===== src/rtl/jt49_pkg.sv =====
// Shared constants for the JT49 tone/noise generator: counter widths,
// LFSR geometry and the default LFSR seed.
package jt49_pkg;

    localparam int unsigned TONE_W    = 12;
    localparam int unsigned NOISE_W   = 5;
    localparam int unsigned LFSR_W    = 17;
    localparam int unsigned LFSR_TAP0 = 0;
    localparam int unsigned LFSR_TAP1 = 3;

    localparam logic [LFSR_W-1:0] DEFAULT_SEED = 17'h1;

    // One right shift of the noise LFSR; the feedback enters at the MSB.
    function automatic logic [LFSR_W-1:0] lfsr_next(input logic [LFSR_W-1:0] state);
        return {state[LFSR_TAP0] ^ state[LFSR_TAP1], state[LFSR_W-1:1]};
    endfunction

endpackage


===== src/rtl/jt49_tone_div.sv =====
// Enable-gated half-period counter with a toggling output and a one-cycle
// toggle pulse. A period of 0 behaves as 1. The compare is >= so a period
// decrease below the current count wraps on the next enable.
// wrap is the combinational wrap condition, for consumers that must act on
// the same edge as the toggle.
module jt49_tone_div
    import jt49_pkg::*;
#(
    parameter int unsigned W = TONE_W
) (
    input  logic         clk,
    input  logic         rst,
    input  logic         cen,
    input  logic [W-1:0] period,
    output logic         tone,
    output logic         pulse,
    output logic         wrap
);

    logic [W-1:0] cnt;
    logic [W-1:0] limit;
    logic         at_limit;

    // Terminal count is max(period,1)-1
    always_comb begin
        limit    = (period == '0) ? '0 : period - W'(1);
        at_limit = (cnt >= limit);
    end

    assign wrap = cen && at_limit;

    // Count on enable; wrap toggles the output and raises the pulse for one cycle
    always_ff @(posedge clk or posedge rst) begin
        if (rst) begin
            cnt   <= '0;
            tone  <= 1'b0;
            pulse <= 1'b0;
        end else begin
            pulse <= 1'b0;
            if (cen) begin
                if (at_limit) begin
                    cnt   <= '0;
                    tone  <= ~tone;
                    pulse <= 1'b1;
                end else begin
                    cnt <= cnt + W'(1);
                end
            end
        end
    end

endmodule


===== src/rtl/jt49_tone_gen.sv =====
// JT49 tone generator: three square-wave channels and a pseudo-random
// noise bit, all advanced by the cen enable pulse.
// Build option: JT49_NOISE_EN builds the noise prescaler, counter and LFSR;
// without it noise is constant 1 and noise_period is ignored.
module jt49_tone_gen
    import jt49_pkg::*;
#(
    parameter logic [LFSR_W-1:0] SEED = DEFAULT_SEED
) (
    input  logic               clk,
    input  logic               rst,
    input  logic               cen,
    input  logic [TONE_W-1:0]  period_a,
    input  logic [TONE_W-1:0]  period_b,
    input  logic [TONE_W-1:0]  period_c,
    input  logic [NOISE_W-1:0] noise_period,
    output logic               tone_a,
    output logic               tone_b,
    output logic               tone_c,
    output logic [2:0]         tone_edge,
    output logic               noise
);

    // Tone channels only need the registered pulse, not the early wrap
    logic [2:0] tone_wrap_unused;

    jt49_tone_div #(.W(TONE_W)) u_div_a (
        .clk    (clk),
        .rst    (rst),
        .cen    (cen),
        .period (period_a),
        .tone   (tone_a),
        .pulse  (tone_edge[0]),
        .wrap   (tone_wrap_unused[0])
    );

    jt49_tone_div #(.W(TONE_W)) u_div_b (
        .clk    (clk),
        .rst    (rst),
        .cen    (cen),
        .period (period_b),
        .tone   (tone_b),
        .pulse  (tone_edge[1]),
        .wrap   (tone_wrap_unused[1])
    );

    jt49_tone_div #(.W(TONE_W)) u_div_c (
        .clk    (clk),
        .rst    (rst),
        .cen    (cen),
        .period (period_c),
        .tone   (tone_c),
        .pulse  (tone_edge[2]),
        .wrap   (tone_wrap_unused[2])
    );

`ifdef JT49_NOISE_EN
    logic              pre;
    logic              noise_wrap;
    logic              noise_tone_unused;
    logic              noise_pulse_unused;
    logic [LFSR_W-1:0] lfsr;

    // Prescaler: the noise counter sees every second cen
    always_ff @(posedge clk or posedge rst) begin
        if (rst)      pre <= 1'b0;
        else if (cen) pre <= ~pre;
    end

    // The LFSR shifts on the combinational wrap so it moves on the same
    // edge the counter wraps, not one cycle after the registered pulse.
    jt49_tone_div #(.W(NOISE_W)) u_div_noise (
        .clk    (clk),
        .rst    (rst),
        .cen    (cen & pre),
        .period (noise_period),
        .tone   (noise_tone_unused),
        .pulse  (noise_pulse_unused),
        .wrap   (noise_wrap)
    );

    // LFSR advances once per noise counter wrap
    always_ff @(posedge clk or posedge rst) begin
        if (rst)             lfsr <= SEED;
        else if (noise_wrap) lfsr <= lfsr_next(lfsr);
    end

    assign noise = lfsr[0];
`else
    logic [NOISE_W-1:0] noise_period_unused;
    logic [LFSR_W-1:0]  seed_unused;

    assign noise_period_unused = noise_period;
    assign seed_unused         = SEED;
    assign noise               = 1'b1;
`endif

endmodule


===== config.mk =====
export PLATFORM = sky130hd
export DESIGN_NAME = jt49_tone_gen
export DESIGN_NICKNAME = d
export VERILOG_FILES = /design/src/rtl/jt49_pkg.sv /design/src/rtl/jt49_tone_div.sv /design/src/rtl/jt49_tone_gen.sv
export SDC_FILE = /design/constraint.sdc
export NUM_CORES = 1
export LEC_CHECK = 0
export CORE_MARGIN = 2
export CORE_UTILIZATION = 35
export DETAILED_ROUTE_END_ITERATION = 12
export GPL_TIMING_DRIVEN = 0
export HOLD_SLACK_MARGIN = 0.03
export PLACE_DENSITY = 0.65
export SLEW_MARGIN = 40
export SYNTH_ARGS = -nofsm -noshare
export SYNTH_HDL_FRONTEND = slang
export SYNTH_HIERARCHICAL = 1
export SYNTH_SLANG_ARGS = --single-unit

===== constraint.sdc =====
create_clock -name clk -period 2.4 [get_ports clk]
set_clock_uncertainty 0.05 [all_clocks]
set_input_delay 0.48 -clock clk [delete_from_list [all_inputs] [get_ports clk]]
set_output_delay 0.48 -clock clk [all_outputs]
set_load 0.005 [all_outputs]

**Yosys cells after proc, flatten, opt, wreduce, memory -nomap -nowiden**

Index checks and enable logic that the tools add are counted.

- Register bits after elaboration: 42
- Logic and storage cells: 39
- Output and inout port bits: 7
- Input port bits: 44

- Add/subtract/negate cells: 6
- $lt $le $gt $ge: 3
- Reductions and logical operators: 6
- Mux-type cells: 12
- Bitwise logic cells: 3

Operators by type and width:

| operator | count |
|---|---|
| $mux W12 | 6 |
| $add A12 B1 Y12 const B | 3 |
| $ge A12 B12 Y1 | 3 |
| $logic_not A12 Y1 | 3 |
| $sub A12 B1 Y12 const B | 3 |
| $mux W1 | 6 |
| $reduce_and A2 Y1 | 3 |
| $not A1 Y1 | 3 |

**Longest topological paths before layout**

- Word-level depth: 5
- Gate-level depth with buffers: 12
- Gate-level depth less buffers: 12

**Hierarchy**

The synthesis kept the hierarchy.

Modules (own cells, without submodules):

| module | times used | sequential area each (sq um) | area an instance (sq um) | cells each |
|---|---|---|---|---|
| jt49_tone_div | 3 | 350.3 | 1265.0 | 148 |
| jt49_tone_gen | 1 | 0.0 | 11.3 | 2 |

**Worst setup path before layout**

Ideal clock, no wire load.

- Kind: input to register
- Start: input port period_a[7]
- End: register u_div_a.tone
- Arrival time: 2.833 ns
- Data required time: 2.212 ns
- Stages on the path: 10
- Slack: -0.621 ns
- Setup time: 0.138 ns
- Buffers on the path: 0
- Path through: or4_4 nor4_4 nand4b_2 and2_1 ha_1 nand2b_1 a2111o_1 a21oi_4 a21oi_2 xor2_1

- Word-level cells in the longest chain between the ends: 4
- Elaborated cells on any way between the ends: 5
- Those cells by class: add/sub: 1; order compare: 1; mux: 1; reduce/logical: 2

RTL lines:

| element | RTL line | RTL |
|---|---|---|
| start, declared | jt49_tone_gen.sv:13 | `input logic [TONE_W-1:0] period_a,` |
| $sub A12 B1 Y12 / $logic_not A12 Y1 (equally long branches) | jt49_tone_div.sv:26 | `limit = (period == '0) ? '0 : period - W'(1);` |
| $mux W12 (*) | jt49_tone_div.sv:26 |  |
| $ge A12 B12 Y1 (*) | jt49_tone_div.sv:27 | `at_limit = (cnt >= limit);` |
| $reduce_and A2 Y1 (no line) (*) | -- |  |
| end signal, assigned | jt49_tone_div.sv:43 | `tone <= ~tone;` |
| end, declared | jt49_tone_div.sv:15 | `output logic tone,` |

Mark *: on every way between the ends. The rest lies on a longest branch, timed or not.
A chain may end at the register's enable or synchronous reset.

**Worst setup path after layout**

- Start: input port period_c[7]
- End: register u_div_c.tone

- Word-level cells in the longest chain between the ends: 4
- Elaborated cells on any way between the ends: 5
- Those cells by class: add/sub: 1; order compare: 1; mux: 1; reduce/logical: 2

RTL lines:

| element | RTL line | RTL |
|---|---|---|
| start, declared | jt49_tone_gen.sv:15 | `input logic [TONE_W-1:0] period_c,` |
| $sub A12 B1 Y12 / $logic_not A12 Y1 (equally long branches) | jt49_tone_div.sv:26 |  |
| $mux W12 (*) | jt49_tone_div.sv:26 |  |
| $ge A12 B12 Y1 (*) | jt49_tone_div.sv:27 |  |
| $reduce_and A2 Y1 (no line) (*) | -- |  |
| end signal, assigned | jt49_tone_div.sv:43 |  |
| end, declared | jt49_tone_div.sv:15 |  |

Marks and branches as above.

==> run summary <==
max-slew violations -> 0
IO Count -> 51
post-synthesis cell area -> 0.00381 mm2
syn nets -> 535
FF/Latch Area -> 0.00105 mm2
fillcell total -> 1024
Setup violations, final -> 42
Detailed Route WL -> 9.11 mm
largest net degree at the start of global routing -> 15
slew margin rel. -> 63.2%
Port Buffers -> 44
Tmin final -> 2.97 ns
Post-synth EDFFs -> 0
post-synth top area share -> 27.6%
Final Hold Vio Count -> 0
count of cell types in the netlist -> 35
Leak Pwr -> 0.00248 uW
DRC -> 0
failing checks -> negative setup slack
Num CTS Buffers -> 5
global-route wire length before repair -> 14.8 mm
H-tree depth -> 2
wire per inst -> 13.6 um
die height -> 108 um
Clock Tree Root -> clkbuf_8
FF+latch count, synth -> 42
Top FF cell, synth -> dfrtp_1
buffer depth of the longest clock path -> 2
nets@finish -> 620
most frequent cell after synthesis -> nand2_1
hold depth -> 1
Critical Path Start Type -> input port
Post-synth ARST share -> 100%
pwr dens -> 689 mW/mm2
sequential cell area fraction in the yosys report -> 27.6%
Starting Density -> 35.4%
Yosys top cell by area -> dfrtp_1
final worst path period share -> 124%
CTS tree -> built
Worst-Skew Late Latency -> 0.29 ns
die area -> 0.0117 mm2
WP data required -> 2.51 ns
Post-Synthesis Cells -> 446
share of cells above drive strength 1 -> 32.2%
VDD IR-drop max -> 341 uV
busiest grt layer -> met2
multi-input logic area -> 0.00312 mm2
GRT met2 Usage -> 28.1%
Min-Delay Path Class -> reg2reg
Max Clock Freq -> 336 MHz
Final WS setup -> -0.573 ns
RSZ-0062 raised after global routing -> true
Via density -> 5.21
Post-synth top cells -> nand2_1, ha_1, dfrtp_1, nor2_1, inv_1
diode count -> 0
HPWL Detailed -> 6.49 mm
Area Growth Syn to Fin -> 41.5%
top cells by area, synth -> dfrtp_1, ha_1, nand2_1, xor2_1, xnor2_1
hold buffers post-CTS -> 0
worst hold slack -> 0.417 ns
clk slew on worst S/H paths -> 0.07 ns
Detailed Route Iter0 Violations -> 96
Post-Route Setup TNS -> -19.15 ns
Rows -> 38
GRT Residual Overflow -> 0
Routability Congestion -> 0.800
synth warn -> 6
critical path class -> in2reg
remaining antenna violation count -> 0
vias in the first global route -> 3391
crit path DAT -> 3.08 ns
Core Region -> 0.0107 mm2
chip width -> 108 um
clock sink count -> 42
GRT met3 Usage -> 2.05%
Total GRT Usage -> 15.2%
Avg Inst Size Synth -> 8.53 um2
DRT Pass-1 Iters -> 4
Max-Cap Viols -> 0
antenna violations before repair -> 0
Via Count -> 3498
reg2reg path depth -> 7
CP max FO -> 8
status -> finished with violations
GR Util met1 -> 19.2%
Slew @ Worst Pin -> 0.552 ns
crit path capture type -> flop
largest registers -> u_div_a/cnt: 12 flops, u_div_b/cnt: 12 flops, u_div_c/cnt: 12 flops
-- cells by family after synthesis --
logic type                 Yosys count  synth area share [%]
other                                1                0.0985
buffers and inverters               43                  5.03
AOI/OAI and AO/OA                   87                  16.4
DFF                                 42                  27.6
adders and majority gates           45                  14.8
and+or+nand+nor                    183                  25.7
xor gates and xnor gates            45                  10.4
-- what timing repair did --
| item | in CTS | in global routing |
|---|---|---|
| pin swaps | 31 | 35 |
| resized for setup | 79 | 125 |
| endpoints found under the setup margin | 42 | 42 |
| buffers inserted | 17 | 17 |
| hold endpoints to repair | 0 | 0 |
-- per-layer routing --
layer / routed length (um) / up-vias
li1: - / 1766
met1: 4080 / 1680
met2: 4770 / 50
met3: 227 / 2
met4: 27 / 0
met5: 0 / -
-- cells in the final DEF (no fill, tap or decap), types with 7 or more instances in the layout --
cell / Yosys / routed
inv_2: 0 / 8
o21ai_1: 0 / 14
o221ai_2: 0 / 10
nand2_2: 0 / 8
buf_6: 3 / 19
nand3_1: 9 / 7
clkdlybuf4s50_1: 0 / 19
and3_1: 9 / 9
o21ai_0: 30 / 8
buf_2: 3 / 8
ha_1: 45 / 31
o21ai_2: 9 / 10
a21oi_1: 15 / 9
xor2_1: 27 / 27
inv_1: 36 / 28
dlymetal6s2s_1: 0 / 13
xnor2_1: 18 / 18
buf_4: 1 / 24
nand2_1: 63 / 54
nor2_1: 39 / 32
nand4_1: 15 / 15
ha_4: 0 / 9
nor4_4: 3 / 7
o21ai_4: 0 / 7
dfrtp_1: 42 / 42
nor4_1: 12 / 8
-- final timing paths --
path	slack, ns	endpoint	startpoint
hold reg to reg	0.42	u_div_c/tone	u_div_c/tone
hold / removal	0.42	u_div_c/tone	u_div_c/tone
setup reg to reg	0.29	u_div_c/tone	u_div_c/cnt[0]
setup / recovery	-0.57	u_div_c/tone	period_c[7]
min in group asynchronous	0.59	u_div_b/cnt[4]	rst
max in group asynchronous	1.34	u_div_c/cnt[11]	rst
-- stage by stage --
step	power [uW]	area, um2	utilization, %	setup slack, ns	std cells
after floorplan	2180	3830	-	-0.614	446
after global placement	2540	4440	41.4	-1.28	630
after detailed placement	2620	4440	41.4	-1.33	630
after CTS	3220	4710	43.8	-0.673	654
after global routing	4030	5390	50.1	-0.695	671
final	3710	5390	50.1	-0.573	671
-- critical path, cell delays in order --
cell      delay, ns
buf_6          0.09
or4_4          0.55
nor4_4         0.22
nand4b_2       0.17
and2_4         0.20
ha_4           0.20
nand2b_4       0.13
a2111o_1       0.44
a21oi_4        0.29
a21oi_4        0.15
xor2_1         0.16
-- layout make-up --
type                       count  area share (%)
buffer                         7            1.05
clock buffer                   5            1.28
clock inverter                 2           0.186
inverter                      36            2.51
multi-input combinational    361            57.9
sequential                    42            19.5
tap                          140            3.25
timing repair buffer          78            14.3
-- where the power goes --
group	switching [uW]	total, uW	internal (uW)
combinational	1010	2040	1030
sequential	329	1250	922
clock	225	421	195
total	1570	3710	2140
Note: power is estimated with default switching activity, not from simulation.
